## config.mk

```make
export PLATFORM = sky130hd
export DESIGN_NAME = fwd_hazard_unit
export DESIGN_NICKNAME = d
export VERILOG_FILES = /design/src/rtl/fwd_hazard_unit_pkg.sv /design/src/rtl/fwd_hazard_unit_tag_cmp.sv /design/src/rtl/fwd_hazard_unit.sv
export SDC_FILE = /design/constraint.sdc
export NUM_CORES = 1
export LEC_CHECK = 0
export BUFFER_PORTS_ARGS = -buffer_cell sky130_fd_sc_hd__buf_2
export CAP_MARGIN = 20
export CORE_MARGIN = 1
export CORE_UTILIZATION = 56
export CTS_BUF_LIST = sky130_fd_sc_hd__clkbuf_16
export DETAILED_ROUTE_END_ITERATION = 8
export PLACE_DENSITY_LB_ADDON = 0.15
export SLEW_MARGIN = 40
export SYNTH_ARGS = -nofsm -noshare
export SYNTH_HDL_FRONTEND = slang
export SYNTH_HIERARCHICAL = 1
export SYNTH_SLANG_ARGS = --single-unit
export TNS_END_PERCENT = 1
```

## constraint.sdc

```tcl
create_clock -name i_CLK -period 4.7 [get_ports i_CLK]
set_input_delay 0 -clock i_CLK [delete_from_list [all_inputs] [get_ports i_CLK]]
set_output_delay 0 -clock i_CLK [all_outputs]
set_load 0.05 [all_outputs]
```

## src/rtl/fwd_hazard_unit_pkg.sv

```systemverilog
// ============================================================================
// Module  : fwd_hazard_unit_pkg
// Brief   : Shared tag type, width constants and operand-select encodings
//           for the forwarding / hazard unit.
// Revision: 1.0 - initial release
// ============================================================================
`default_nettype none

package fwd_hazard_unit_pkg;

    localparam int REG_W = 5;
    localparam int FWD_W = 2;
    localparam int CNT_W = 16;

    localparam logic [FWD_W-1:0] FWD_RF    = 2'b00;
    localparam logic [FWD_W-1:0] FWD_EXMEM = 2'b01;
    localparam logic [FWD_W-1:0] FWD_MEMWB = 2'b10;

    localparam logic [CNT_W-1:0] C_CNT_MAX = '1;

    typedef struct packed {
        logic             valid;
        logic [REG_W-1:0] rd;
        logic             regwr;
        logic             memrd;
    } tag_t;

    localparam tag_t TAG_NONE = '0;

    // The youngest producer (EX) wins over the older one (MEM).
    function automatic logic [FWD_W-1:0] fwd_sel(input logic ex_hit, input logic mem_hit);
        if (ex_hit)
            return FWD_EXMEM;
        else if (mem_hit)
            return FWD_MEMWB;
        else
            return FWD_RF;
    endfunction

endpackage

`default_nettype wire

```

## src/rtl/fwd_hazard_unit_tag_cmp.sv

```systemverilog
// ============================================================================
// Module  : fwd_tag_cmp
// Brief   : Combinational match of one pipeline tag against one source index.
// Revision: 1.0 - initial release
// ============================================================================
`default_nettype none

module fwd_tag_cmp
    import fwd_hazard_unit_pkg::*;
(
    input  tag_t             tag,
    input  logic [REG_W-1:0] src,
    input  logic             uses,
    output logic             match
);

    // $0 is hard-wired, so a write to it never produces a dependency.
    assign match = tag.valid & tag.regwr & uses & (tag.rd == src) & (src != '0);

    logic unused_memrd;
    assign unused_memrd = tag.memrd;

endmodule

`default_nettype wire

```

## src/rtl/fwd_hazard_unit.sv

```systemverilog
// ============================================================================
// Module  : fwd_hazard_unit
// Brief   : Tracks EX/MEM/WB destination tags, produces operand forwarding
//           selects and load-use stall/bubble control.  Forwarding is
//           enabled by the FWD_HAZARD_FWD_EN macro; without it every EX/MEM
//           dependency stalls and the selects are tied to the register file.
// Revision: 1.0 - initial release
// ============================================================================
`default_nettype none

module fwd_hazard_unit
    import fwd_hazard_unit_pkg::*;
(
    input  logic             i_CLK,
    input  logic             i_RST,
    input  logic             i_ID_Valid,
    input  logic [REG_W-1:0] i_ID_Rs,
    input  logic [REG_W-1:0] i_ID_Rt,
    input  logic             i_ID_UsesRs,
    input  logic             i_ID_UsesRt,
    input  logic [REG_W-1:0] i_ID_Rd,
    input  logic             i_ID_RegWr,
    input  logic             i_ID_MemRd,
    input  logic             i_Flush,
    output logic             o_StallPC,
    output logic             o_StallIFID,
    output logic             o_BubbleIDEX,
    output logic [FWD_W-1:0] o_FwdA,
    output logic [FWD_W-1:0] o_FwdB,
    output logic [CNT_W-1:0] o_StallCnt
);

    tag_t             r_ex;
    tag_t             r_mem;
    tag_t             r_wb;
    logic [CNT_W-1:0] r_stall_cnt;

    tag_t w_id_tag;
    logic w_ex_rs, w_ex_rt, w_mem_rs, w_mem_rt;
    logic w_hazard, w_stall, w_bubble;

    assign w_id_tag = '{valid: i_ID_Valid, rd: i_ID_Rd, regwr: i_ID_RegWr, memrd: i_ID_MemRd};

    fwd_tag_cmp u_cmp_ex_rs  (.tag(r_ex),  .src(i_ID_Rs), .uses(i_ID_UsesRs), .match(w_ex_rs));
    fwd_tag_cmp u_cmp_ex_rt  (.tag(r_ex),  .src(i_ID_Rt), .uses(i_ID_UsesRt), .match(w_ex_rt));
    fwd_tag_cmp u_cmp_mem_rs (.tag(r_mem), .src(i_ID_Rs), .uses(i_ID_UsesRs), .match(w_mem_rs));
    fwd_tag_cmp u_cmp_mem_rt (.tag(r_mem), .src(i_ID_Rt), .uses(i_ID_UsesRt), .match(w_mem_rt));

`ifdef FWD_HAZARD_FWD_EN
    logic [FWD_W-1:0] r_fwd_a;
    logic [FWD_W-1:0] r_fwd_b;

    // Only a load in EX cannot be forwarded in time; everything else is bypassed.
    assign w_hazard = i_ID_Valid & r_ex.memrd & (w_ex_rs | w_ex_rt);

    always_ff @(posedge i_CLK) begin
        if (!i_RST) begin
            r_fwd_a <= FWD_RF;
            r_fwd_b <= FWD_RF;
        end else if (w_bubble) begin
            r_fwd_a <= FWD_RF;
            r_fwd_b <= FWD_RF;
        end else begin
            r_fwd_a <= fwd_sel(w_ex_rs, w_mem_rs);
            r_fwd_b <= fwd_sel(w_ex_rt, w_mem_rt);
        end
    end

    assign o_FwdA = r_fwd_a;
    assign o_FwdB = r_fwd_b;
`else
    assign w_hazard = i_ID_Valid & (w_ex_rs | w_ex_rt | w_mem_rs | w_mem_rt);
    assign o_FwdA   = FWD_RF;
    assign o_FwdB   = FWD_RF;
`endif

    // Flush overrides the stall; reset drops any stall in progress.
    assign w_stall  = w_hazard & ~i_Flush & i_RST;
    assign w_bubble = w_hazard | i_Flush | ~i_ID_Valid;

    always_ff @(posedge i_CLK) begin
        if (!i_RST) begin
            r_ex        <= TAG_NONE;
            r_mem       <= TAG_NONE;
            r_wb        <= TAG_NONE;
            r_stall_cnt <= '0;
        end else begin
            r_wb  <= r_mem;
            r_mem <= r_ex;
            r_ex  <= w_bubble ? TAG_NONE : w_id_tag;
            if (w_stall && (r_stall_cnt != C_CNT_MAX))
                r_stall_cnt <= r_stall_cnt + 1'b1;
        end
    end

    // WB is tracked for completeness but the write-before-read regfile covers it.
    logic unused_wb;
    assign unused_wb = ^r_wb;

    assign o_StallPC    = w_stall;
    assign o_StallIFID  = w_stall;
    assign o_BubbleIDEX = w_bubble;
    assign o_StallCnt   = r_stall_cnt;

endmodule

`default_nettype wire
```

==> results of run 1 <==
==> report_power, final <==
part	internal (mW)	switching, mW	total [mW]
sequential	0.258	0.00256	0.260
combinational	0.0216	0.0280	0.0496
clock	0.190	0.104	0.294
==> worst max path at each step <==
stage          cells after the start  slack [ns]              to
2_1_floorplan                      8        2.51  o_StallCnt[11]
3_3_place_gp                       8        2.30  o_StallCnt[15]
3_5_place_dp                       8        2.23  o_StallCnt[15]
4_1_cts                            8        2.19  o_StallCnt[15]
5_1_grt                            8        2.02  o_StallCnt[15]
6_report                           8        2.14  o_StallCnt[15]
==> worst max-delay path, stage by stage (launching register included) <==
cell and delay, ns:
dfxtp_1 0.32, xnor2_1 0.18, nand4_1 0.13, a211oi_1 0.34
nor4_1 0.11, buf_4 0.18, or3_1 0.52, or4_1 0.55
a21oi_1 0.15
==> registers in the layout, summed over array words and instances (netlist names) <==
register / cells
r_ex: 7
o_StallCnt: 16
r_mem: 7
==> layout make-up <==
class / instances / area (um^2)
clock buffers: 5 / 125
clock inverters: 3 / 12.5
fillers: 212 / 718
inverters: 3 / 11.3
multi-input cells: 144 / 960
flip-flops and latches: 30 / 601
well taps: 31 / 38.8
repair buffers: 47 / 268
==> placed cells by master (no fill, tap or decap), types with 6 or more instances in the layout <==
master / count
and2_1: 7
or4_1: 8
nand2_1: 18
dfxtp_1: 30
a21oi_1: 8
nand4_1: 8
o31ai_1: 6
dlygate4sd3_1: 6
and3_1: 7
xnor2_1: 16
buf_2: 40
nand3_1: 10
==> repair_timing <==
action | 4_1_cts | 5_1_grt
hold buffers | 6 | 0
resized for setup | 0 | 0
endpoints found under the hold margin | 6 | 0
buffers inserted | 0 | 0
==> routing by layer <==
metal	global-route usage (%)	share of wire, %	vias up
li1	-	-	780
met1	33.6	43	747
met2	45.1	49	56
met3	5.81	5.9	8
met4	12.5	1.3	0
met5	0	0	-
==> through the flow <==
stage          util [%]  hold slack (ns)  instances  power (mW)  setup slack [ns]
4_1_cts            73.2           0.0128        263       0.611              2.19
2_1_floorplan         -            0.139        187       0.296              2.51
5_1_grt            73.7           0.0338        263       0.622              2.02
3_5_place_dp       65.9            0.227        249       0.311              2.23
6_report           73.7           0.0210        263       0.604              2.14
3_3_place_gp       65.9            0.228        249       0.308              2.30
==> flow_summary.json, run 1 <==
{
  "status": "completed",
  "crit_required_ns": 4.90,
  "ios": 46,
  "grt-ovfl-total": 0,
  "worst_ep_arrival_time_ns": 2.76,
  "die_area_um2": 3110,
  "finalHoldViolCount": 0,
  "drcViolationCount": 0,
  "wl_per_cell_um": 14.8,
  "end_kind": "register",
  "clock-sinks": 30,
  "crit_type": "register to register",
  "drtPass1Iterations": 4,
  "wirelength_um": 3890,
  "hp-start": "i_ID_Valid",
  "drive_above_1_share_pct": 23.3,
  "min_path_type": "input pin to register",
  "num_rows": 19,
  "drv_cap": 0,
  "max_freq_mhz": 390,
  "grt_pass1_wl_um": 6680,
  "fin_skew_ns": 0.00477,
  "period_minus_slack_ns": 2.56,
  "grt_max_degree": 20,
  "avgSynthCellArea_um2": 8.79,
  "cts.clk_slew.worst_paths_ns": 0.05,
  "die_w_um": 55.7,
  "p_per_area_nw_per_um2": 300,
  "vias": 1591,
  "avgViaCountPerCell": 6.05,
  "ir_worst_vdd_mv": 0.299,
  "setup_tns_ns": 0,
  "grtUsageTotal_pct": 27.1,
  "cts_max_level": 2,
  "postRouteAntennaNets": 0,
  "grt_setup_unrepaired": "no",
  "r2r_cells": 8,
  "clk_path_buf_depth": 2,
  "syn_inst": 184,
  "tightest_slew_ns": 0.536,
  "dr.first_iter.drc_count": 64,
  "leakage_nw": 0.798,
  "finish.net_count": 255,
  "placed_cell_area_um2": 1800,
  "r2r-start": "r_mem[2]",
  "tritoncts": "built",
  "die_h_um": 55.7,
  "place.gp.congestion": 0.786,
  "syn-cell-area_um2": 1620,
  "clkLatencyLatePin_ns": 0.27,
  "coreArea_um2": 2730,
  "cp-startpoint": "r_mem[2]",
  "start_kind": "register",
  "hpwl_um": 2730,
  "grt_pass1_vias": 1512,
  "initial_core_util_pct": 59.1,
  "hold_depth": 3,
  "relSlewSlack_pct": 64.0,
  "syn2layout_area_growth_pct": 24.7,
  "fin_crit_sh_pct": 54.5,
  "numPortBuffers": 40,
  "ys_warn_count": 6,
  "cts_inserted_buffers": 5,
  "drv_slew": 0,
  "r2r-end": "o_StallCnt[15]",
  "antenna_found_initial": 0,
  "whs_endpoint": "r_ex[7]",
  "clockRootBuffer": "clkbuf_16",
  "insertedDiodeCount": 0,
  "ff2ff_setup_slack_ns": 2.14,
  "final_area_um2": 2020,
  "setup_viol": 0,
  "cp_max_fo": 11
}
No activity file was read; power rests on OpenSTA's default activity.
==> run 2: changes to the inputs <==
--- a/config.mk
+++ b/config.mk
@@ -8,7 +8,7 @@
 export BUFFER_PORTS_ARGS = -buffer_cell sky130_fd_sc_hd__buf_2
 export CAP_MARGIN = 20
 export CORE_MARGIN = 1
-export CORE_UTILIZATION = 56
+export CORE_UTILIZATION = 47
 export CTS_BUF_LIST = sky130_fd_sc_hd__clkbuf_16
 export DETAILED_ROUTE_END_ITERATION = 8
 export PLACE_DENSITY_LB_ADDON = 0.15
==> constraint.sdc (replaced) <==
create_clock -name i_CLK -period 2.2 [get_ports i_CLK]
set_input_delay 0 -clock i_CLK [delete_from_list [all_inputs] [get_ports i_CLK]]
set_output_delay 0 -clock i_CLK [all_outputs]
set_load 0.05 [all_outputs]
==> flow_summary.json, run 2 (synthesized netlist as in run 1, its figures left out) <==
{
  "ios": 46,
  "r2r-end": "o_StallCnt[13]",
  "period_minus_slack_ns": 2.16,
  "cp_max_fo": 5,
  "num_rows": 20,
  "grt-ovfl-total": 0,
  "tritoncts": "built",
  "finalHoldViolCount": 0,
  "die_area_um2": 3680,
  "clk_path_buf_depth": 2,
  "finish.net_count": 261,
  "mostFrequentLayoutCells": "buf_2, dfxtp_1, nand2_1",
  "ff2ff_setup_slack_ns": 0.04,
  "insertedDiodeCount": 0,
  "drv_slew": 0,
  "r2r-start": "r_ex[2]",
  "grt_max_degree": 15,
  "grt_setup_unrepaired": "yes",
  "final_util_pct": 66.4,
  "slowest_stage": "or4_1",
  "cp-startpoint": "r_ex[2]",
  "grt_pass1_wl_um": 6540,
  "p_total_mw": 1.28,
  "drtPass1Iterations": 4,
  "avgViaCountPerCell": 5.65,
  "wirelength_um": 4010,
  "setup_tns_ns": 0,
  "max_freq_mhz": 463,
  "clockRootBuffer": "clkbuf_16",
  "dr.first_iter.drc_count": 98,
  "cp_top_family": "simple AND/OR/NAND/NOR gates",
  "setup_ws_ns": 0.0388,
  "crit_type": "register to register",
  "grt_pass1_vias": 1425,
  "leakage_nw": 0.817,
  "setup_viol": 0,
  "ir_worst_vdd_mv": 0.409,
  "worst-path-buf-inv": 0,
  "numPortBuffers": 40,
  "path_cells": "xnor2_1 -> nand4_1 -> a211oi_2 -> nor4_1 -> or3_4 -> or4_1 -> a21oi_2",
  "dp_cells": 267,
  "largest_reg_flops": 16,
  "placed_cell_area_um2": 1860,
  "drcViolationCount": 0,
  "cts_max_level": 2,
  "final_common_cell": "buf_2",
  "hpwl_um": 2930,
  "status": "completed",
  "min_path_type": "input pin to register",
  "clock-sinks": 30,
  "grtUsageTotal_pct": 24.5,
  "cts_inserted_buffers": 5,
  "initial_core_util_pct": 51.3,
  "r2r_cells": 7,
  "p_per_area_nw_per_um2": 612,
  "slowest_delay_ns": 0.53,
  "worst_ep_arrival_time_ns": 2.36,
  "vias": 1583,
  "start_kind": "register",
  "whs_ns": 0.0541,
  "tightest_slew_ns": 0.543,
  "fin_skew_ns": 0.00408,
  "fin_crit_sh_pct": 98.2,
  "post_cts_buffers": 0,
  "syn2layout_area_growth_pct": 29.5,
  "end_kind": "register",
  "die_w_um": 60.6,
  "antenna_found_initial": 0,
  "drv_cap": 0,
  "dp_slack_ns": -0.107,
  "crit_required_ns": 2.40,
  "crit_cells": 7,
  "coreArea_um2": 3150,
  "clkLatencyLatePin_ns": 0.27,
  "final_area_um2": 2090,
  "cp-endpoint": "o_StallCnt[13]",
  "wl_per_cell_um": 14.3,
  "final_cells": 280,
  "die_h_um": 60.6,
  "relSlewSlack_pct": 63.5,
  "postRouteAntennaNets": 0,
  "place.gp.congestion": 0.872,
  "cts.clk_slew.worst_paths_ns": 0.05,
  "drive_above_1_share_pct": 28.8
}
-- run 2: tightest hold or removal path, cell delays in order --
cell	delay [ns]
buf_2	0.13
nand3b_4	0.11
nor2_1	0.04
-- run 2: area by class of cell --
cell class / instances / area [um^2]
Multi-Input combinational cell: 145 / 988
Fill cell: 285 / 1060
Tap cell: 44 / 55.1
Clock buffer: 5 / 125
Inverter: 3 / 11.3
Sequential cell: 30 / 604
Clock inverter: 1 / 3.75
Timing Repair Buffer: 52 / 305
-- run 2: repair_timing --
item | 4_1_cts | 5_1_grt
pin swaps | 0 | 6
endpoints found under the hold margin | 6 | 0
endpoints found under the setup margin | 4 | 12
gates resized for setup | 4 | 7
cloned | 0 | 1
hold buffers | 6 | 0
-- run 2: layer usage --
layer  wire, um  vias up  global-route usage (%)
li1           -      793                       -
met1       1910      741                    33.3
met2       1860       43                    37.7
met3        178        6                    5.76
met4         62        0                    9.74
met5          0        -                       0
-- run 2: worst min path at each step --
stage | from | to | slack (ns) | depth (start not counted)
2_1_floorplan | i_ID_Valid | r_ex[7] | 0.14 | 2
3_3_place_gp | i_ID_Rd[1] | r_ex[3] | 0.22 | 2
3_5_place_dp | i_ID_Rd[2] | r_ex[4] | 0.23 | 2
4_1_cts | i_ID_Valid | r_ex[7] | 0.03 | 3
5_1_grt | i_ID_Valid | r_ex[7] | 0.05 | 3
6_report | i_ID_Valid | r_ex[7] | 0.05 | 3
-- run 2: power breakdown --
part / internal, mW / switching (mW)
Sequential: 0.551 / 0.00541
Combinational: 0.0475 / 0.0626
Clock: 0.400 / 0.215
Total: 0.999 / 0.283
==> run 3: changes to the inputs <==
--- a/config.mk
+++ b/config.mk
@@ -11,7 +11,7 @@
 export CORE_UTILIZATION = 47
 export CTS_BUF_LIST = sky130_fd_sc_hd__clkbuf_16
 export DETAILED_ROUTE_END_ITERATION = 8
-export PLACE_DENSITY_LB_ADDON = 0.15
+export PLACE_DENSITY = 0.77
 export SLEW_MARGIN = 40
 export SYNTH_ARGS = -nofsm -noshare
 export SYNTH_HDL_FRONTEND = slang
==> flow_summary.json, run 3 (synthesized netlist as in run 1, its figures left out) <==
{
  "grt-ovfl-total": 0,
  "cp-startpoint": "r_ex[3]",
  "syn2layout_area_growth_pct": 34.1,
  "clkPwrFrac_pct": 48.7,
  "grt_setup_unrepaired": "yes",
  "clock-sinks": 30,
  "initial_core_util_pct": 51.3,
  "antenna_found_initial": 0,
  "end_kind": "register",
  "drv_cap": 0,
  "ff2ff_setup_slack_ns": 0.04,
  "drv_slew": 0,
  "cp-endpoint": "o_StallCnt[11]",
  "tritoncts": "built",
  "r2r-start": "r_ex[3]",
  "switchingPower_mw": 0.300,
  "sw_frac_of_total_pct": 22.9,
  "grt_pass1_wl_um": 6290,
  "fin_skew_ns": 0.00533,
  "wl_per_cell_um": 14.1,
  "drcViolationCount": 0,
  "final_util_pct": 68.8,
  "avgViaCountPerCell": 5.75,
  "r2r-end": "o_StallCnt[11]",
  "dp_slack_ns": -0.0819,
  "vias": 1633,
  "clockRootBuffer": "clkbuf_16",
  "ios": 46,
  "slowest_stage": "or4_4",
  "cts_inserted_buffers": 5,
  "whs_ns": 0.0249,
  "internal_power_mw": 1.01,
  "die_area_um2": 3680,
  "path_cells": "xnor2_1 -> nand3_1 -> a211oi_2 -> nor4_2 -> or3_4 -> or4_4 -> a21oi_2",
  "grt_pass1_vias": 1409,
  "grtUsageTotal_pct": 23.5,
  "finalHoldViolCount": 0,
  "num_rows": 20,
  "coreArea_um2": 3150,
  "grt_max_degree": 15,
  "placed_cell_area_um2": 1860,
  "worst-path-buf-inv": 0,
  "cts.clk_slew.worst_paths_ns": 0.05,
  "min_path_type": "input pin to register",
  "wirelength_um": 4010,
  "final_common_cell": "buf_2",
  "worst_ep_arrival_time_ns": 2.36,
  "start_kind": "register",
  "pwr-share-comb_pct": 8.7,
  "slowest_delay_ns": 0.52,
  "drtPass1Iterations": 4,
  "p_per_area_nw_per_um2": 603,
  "ir_worst_vdd_mv": 0.342,
  "clk_path_buf_depth": 2,
  "crit_type": "register to register",
  "insertedDiodeCount": 0,
  "final_area_um2": 2170,
  "place.gp.congestion": 0.827,
  "hpwl_um": 2700,
  "setup_viol": 0,
  "power_frac_seq_pct": 42.5,
  "mostFrequentLayoutCells": "buf_2, dfxtp_1, nand2_1",
  "postRouteAntennaNets": 0,
  "max_freq_mhz": 463,
  "setup_ws_ns": 0.0413,
  "period_minus_slack_ns": 2.16,
  "largest_reg_flops": 16,
  "die_w_um": 60.6,
  "fin_crit_sh_pct": 98.1,
  "crit_required_ns": 2.40,
  "finish.net_count": 263,
  "cts_max_level": 2,
  "numPortBuffers": 40,
  "clkLatencyLatePin_ns": 0.27,
  "crit_cells": 7,
  "cp_max_fo": 8,
  "status": "completed",
  "die_h_um": 60.6,
  "cp_top_family": "simple AND/OR/NAND/NOR gates",
  "drive_above_1_share_pct": 34.2,
  "dr.first_iter.drc_count": 95,
  "r2r_cells": 7,
  "leakage_nw": 0.865
}
-- run 3: how the worst min path moves through the flow --
stage | startpoint | end | cells after the start
2_1_floorplan | i_ID_Valid | r_ex[7] | 2
3_3_place_gp | i_ID_Rd[3] | r_ex[5] | 2
6_report | i_ID_Valid | r_ex[7] | 3
3_5_place_dp | i_ID_Rd[4] | r_ex[6] | 2
5_1_grt | i_ID_Valid | r_ex[7] | 3
4_1_cts | i_ID_Valid | r_ex[7] | 3
-- run 3: power groups by stage --
stage / registers [mW] / clock network [mW] / logic (mW)
floorplan: 0.565 / 0 / 0.0669
global placement: 0.567 / 0 / 0.0952
detailed placement: 0.567 / 0 / 0.0970
CTS: 0.556 / 0.643 / 0.107
global route: 0.556 / 0.676 / 0.123
finish: 0.556 / 0.637 / 0.114
-- run 3: timing repair --
item,4_1_cts,5_1_grt
setup endpoints to repair,5,8
setup buffers,0,2
gates resized for setup,4,20
pin swaps,0,11
endpoints found under the hold margin,6,0
hold buffers,6,0
-- run 3: area by class of cell --
class / count / area [um^2]
Multi-Input combinational cell: 144 / 1020
Inverter: 3 / 11.3
Tap cell: 44 / 55.1
Clock inverter: 3 / 12.5
Sequential cell: 30 / 616
Timing Repair Buffer: 55 / 328
Fill cell: 251 / 985
Clock buffer: 5 / 125
-- run 3: worst register-to-register path: stages (launching register included) --
cell and delay, ns:
dfxtp_2 0.34, xnor2_1 0.19, nand3_1 0.13, a211oi_2 0.27, nor4_2 0.10, or3_4 0.42
or4_4 0.52, a21oi_2 0.12
-- run 3: metal layers --
metal | share of wire, % | global-route usage, %
met1 | 47 | 31.2
met4 | 1.2 | 9.42
met5 | 0 | 0
met2 | 46 | 35.2
met3 | 6.1 | 7.68
-- run 3: through the flow --
stage | total power [mW] | TNS [ns] | cells
CTS | 1.31 | 0 | 282
detailed placement | 0.664 | -0.223 | 268
global placement | 0.662 | -0.101 | 268
global route | 1.36 | -0.106 | 284
floorplan | 0.632 | 0 | 187
finish | 1.31 | 0 | 284
